==> src/rtl/em_74191.sv <==
// rtl/em_74191.sv - 74191/74190 style presettable up/down counter with synchronous load.
// Define EM_TTL_SATURATE_EN to make counting saturate at the terminal values instead of wrapping.
module em_74191 #(
  parameter int WIDTH   = 4,
  parameter int MODULUS = 16
) (
  input  logic             clk,
  input  logic             nclr,
  input  logic             nload,
  input  logic             nenable,
  input  logic             down,
  input  logic [WIDTH-1:0] parallel_in,
  output logic [WIDTH-1:0] count,
  output logic             max_min,
  output logic             nrco
);

  localparam logic [WIDTH-1:0] TOP = WIDTH'(MODULUS - 1);
  // One extra bit so "count >= MODULUS" stays meaningful when MODULUS == 2**WIDTH.
  localparam logic [WIDTH:0]   MOD_EXT = (WIDTH + 1)'(MODULUS);
  localparam logic [WIDTH:0]   TOP_EXT = (WIDTH + 1)'(MODULUS - 1);

`ifdef EM_TTL_SATURATE_EN
  localparam logic [WIDTH-1:0] UP_WRAP   = TOP;
  localparam logic [WIDTH-1:0] DOWN_WRAP = '0;
`else
  localparam logic [WIDTH-1:0] UP_WRAP   = '0;
  localparam logic [WIDTH-1:0] DOWN_WRAP = TOP;
`endif

  logic [WIDTH:0]   count_ext;
  logic [WIDTH-1:0] count_next;

  assign count_ext = {1'b0, count};

  always_comb begin
    count_next = count;
    if (!nload) begin
      count_next = parallel_in;
    end else if (!nenable) begin
      if (!down) begin
        if (count_ext >= TOP_EXT) count_next = UP_WRAP;
        else                      count_next = count + WIDTH'(1);
      end else begin
        // Invalid states land on the top value in both build variants.
        if (count_ext >= MOD_EXT)   count_next = TOP;
        else if (count == '0)       count_next = DOWN_WRAP;
        else                        count_next = count - WIDTH'(1);
      end
    end
  end

  always_ff @(posedge clk or negedge nclr) begin
    if (!nclr) count <= '0;
    else       count <= count_next;
  end

  assign max_min = (!down && (count == TOP)) || (down && (count == '0));
  assign nrco    = !(max_min && !nenable && !clk);

endmodule

==> config.mk <==
export PLATFORM = sky130hd
export DESIGN_NAME = em_74191
export DESIGN_NICKNAME = d
export VERILOG_FILES = /design/src/rtl/em_74191.sv
export SDC_FILE = /design/constraint.sdc
export NUM_CORES = 1
export LEC_CHECK = 0
export ABC_AREA = 1
export CAP_MARGIN = 0
export CORE_AREA = 8 8 45 47
export CTS_CLUSTER_SIZE = 16
export DETAILED_ROUTE_END_ITERATION = 8
export DIE_AREA = 0 0 53 55
export HOLD_SLACK_MARGIN = 0.15
export PLACE_DENSITY = 0.66
export SLEW_MARGIN = 0
export SYNTH_ARGS = -nofsm -noshare
export SYNTH_HDL_FRONTEND = slang
export SYNTH_SLANG_ARGS = --single-unit
==> constraint.sdc <==
create_clock -name clk -period 1.5 [get_ports clk]
set_input_delay 0.225 -clock clk [delete_from_list [all_inputs] [get_ports clk]]
set_output_delay 0.225 -clock clk [all_outputs]
set_load 0.01 [all_outputs]
==> metrics.md <==
| Metric | Value |
|---|---|
| Height of the chip | 55 µm |
| Drt pass-1 iters | 4 |
| Worst Path Max Fanout | 4 |
| Area Growth Syn to Fin | 99.7% |
| Crit path DAT | 1390 ps |
| Residual DRC | 0 |
| Starting density of the core | 0.273 |
| EDFF count, synth | 0 |
| Largest reg by FF count | count |
| Core area | 0.00138 mm² |
| First-pass GRT wire length | 2.09 mm |
| Synth top area share | 0.265 |
| Leakage | around 0.40 nW |
| Layout Nets | roughly 110 |
| Synth Cell Area | 378 µm² |
| Worst skew pair latency | roughly 360 ps |
| Via count | ~530 |
| Critical-path cell list | ha_2 -> nand4_1 -> nand2_2 -> nand2_1 -> buf_2 |
| Unrepaired setup endpoints after global routing | yes |
| Fill cell count | about 130 |
| Top_reg_cell synth | dfrtp_1 |
| Vias/cell | roughly 4.6 |
| Max FFs per register | 4 |
| Routability Congestion | about 0.88 |
| Ports | 15 |
| Fin crit period | 1610 ps |
| Die ar. | about 0.0029 mm² |
| Worst R2R Path Depth | 9 |
| Worst path required time | 1270 ps |
| Worst hold path type | in -> reg |
| Status | finished with violations |
| Worst hold start | parallel_in[0] |
| Synth warn | 0 |
| Worst path top cell family by delay | flip-flops |
| Clock skew | 0.440 ps |
| Total GRT Usage | 0.105 |
| FP Rows | 14 |
| Violated checks | negative setup slack |
| Endpoints failing hold | 0 |
| Clock transition at path regs | 30 ps |
| Worst path bufs/invs | 1 |
| DR iter-0 viols | 4 |
| CTS tree | built |
| Worst-Margin Slew | 201 ps |
| Post-synth top cells | nand2_1 (19), inv_1 (9), nand3_1 (6), nor2_1 (5), dfrtp_1 (4) |
| Synth top area cells | dfrtp_1 (26%), nand2_1 (19%), inv_1 (8.9%) |
| Largest area contributor in the netlist | dfrtp_1 |
| Routed len/inst | 11.8 µm |
| Critical-path top delay cell | dfrtp_1 |
| Startpoint Class | register |
| PwrDens | between 900 and 1000 mW/mm² |
| Remaining global-route overflow | 0 |
| Final worst path period share | 1.07 |
| Overall power | 690 µW |
| Register area share after synthesis | 0.265 |
| Cell count after synthesis | 59 |
| FF+latch count, synth | 4 |
| Buffers on Ports | 14 |
| Fmax | 620 MHz |
| Count leader, synth | nand2_1 |
| Max-Cap Viols | 0 |
| Final instance area | 754 µm² |
| Synthesized Nets | 70 |
| Die X-Extent | 53 µm |
| Distinct cells, synth | 17 |
| Async SR Flop Fraction | 1.00 |
| Worst R2R End | count[0]$_DFFE_PN0P_ |
| Avg Cell Area, Syn | 6.40 µm² |
| PnR worst setup slack | -112 ps |
| Setup TNS | -146 ps |
| CP max stage delay | 410 ps |
| Fin util | 0.545 |
| Hold path endpoint | count[0]$_DFFE_PN0P_ |
| Largest registers | count: 4 flops |
| Largest net degree at the start of global routing | 8 |
| Pins over their slew limit | 0 |
| Maximum vdd drop | 0.705 mV |
| R2r startpoint | count[0]$_DFFE_PN0P_ |
| Post-route antenna net violation count | 0 |
| Antenna diodes | 0 |
| Hold path cells | 3 |
| Initial antenna violation count | 0 |
| Final WL | ~1.4 mm |
| R2r setup slk | roughly 40 ps |
| Final setup vio count | 3 |
| Worst slew margin | 0.865 |
| Placement Cell Area | 627 µm² |
| Share of cells above drive strength 1 | 0.404 |
| Vias in the first global route | 540 |
| Post-DP HPWL | 922 µm |
| Crit path kind | reg -> out |
| CP endpoint kind | output port |
worst register-to-register path: cells and delay by family, from the launching register on:
| family | cells | cell delay, ps |
|---|---|---|
| AO/OA/AOI/OAI | 1 | 110 |
| flip-flops | 1 | 420 |
| buffers and inverters | 4 | 480 |
| AND/OR/NAND/NOR | 3 | 200 |
| adder cells (fa/ha/maj) | 1 | 150 |
how the worst max path moves through the flow:
stage                                     from  cells past startpoint  endpoint
after floorplan           count[0]$_DFFE_PN0P_                      5      nrco
after global placement                    down                      6      nrco
after detailed placement                  down                      6      nrco
after CTS                 count[0]$_DFFE_PN0P_                      6      nrco
after global routing      count[0]$_DFFE_PN0P_                      5      nrco
final                     count[0]$_DFFE_PN0P_                      5      nrco
metal layers:
metal / vias up / global-route usage / share of wire
li1: 270 / - / -
met1: 237 / 0.0838 / 0.35
met2: 17 / 0.174 / 0.57
met3: 4 / 0.0481 / 0.051
met4: 0 / 0.129 / 0.031
met5: - / 0 / 0
layout make-up:
type | instances | area, µm² | area share
clock buffer | 7 | 50.0 | 0.0663
inverter | 11 | 41.3 | 0.0547
multi-input combinational | 42 | 253 | 0.335
tap | 16 | 20.0 | 0.0265
sequential | 4 | 100 | 0.133
timing repair buffer | 35 | 290 | 0.385
where the power goes:
group / switching, mW / leakage [nW] / internal [mW]
Combinational: 0.129 / 0.315 / 0.152
Clock: 0.0865 / 0.0321 / 0.182
Sequential: 0.0168 / 0.0480 / 0.124
Total: 0.232 / 0.395 / 0.458
cell families after synthesis:
logic type / Yosys count / synth area share
AO/OA/AOI/OAI: 5 / 0.103
XOR/XNOR: 2 / 0.0464
adder cells (fa/ha/maj): 2 / 0.0662
buffers and inverters: 13 / 0.152
flip-flops: 4 / 0.265
AND/OR/NAND/NOR: 33 / 0.368
what timing repair did:
item	CTS	global route
setup buffers	4	3
pin swaps	4	2
hold endpoints to repair	4	0
endpoints found under the setup margin	8	4
gates resized for setup	16	8
hold buffers	1	0
through the flow:
step                worst slack (ps)  hold slack [ps]  cells
floorplan                        173            -70.6     59
global placement                -272              434    101
detailed placement              -283              437    101
CTS                             -123              439    112
global route                    -196              475    115
finish                          -112              430    115
cells in the final DEF (no fill, tap or decap), types with 2 or more instances in the layout:
cell type,instances
dlygate4sd2_1,3
inv_2,4
nand2_2,2
nand2_1,17
nor2_1,5
clkdlybuf4s50_1,8
nand3_1,5
clkbuf_4,6
nand4_1,3
buf_4,21
dfrtp_1,4
inv_1,7
Note: power is estimated with default switching activity, not from simulation.
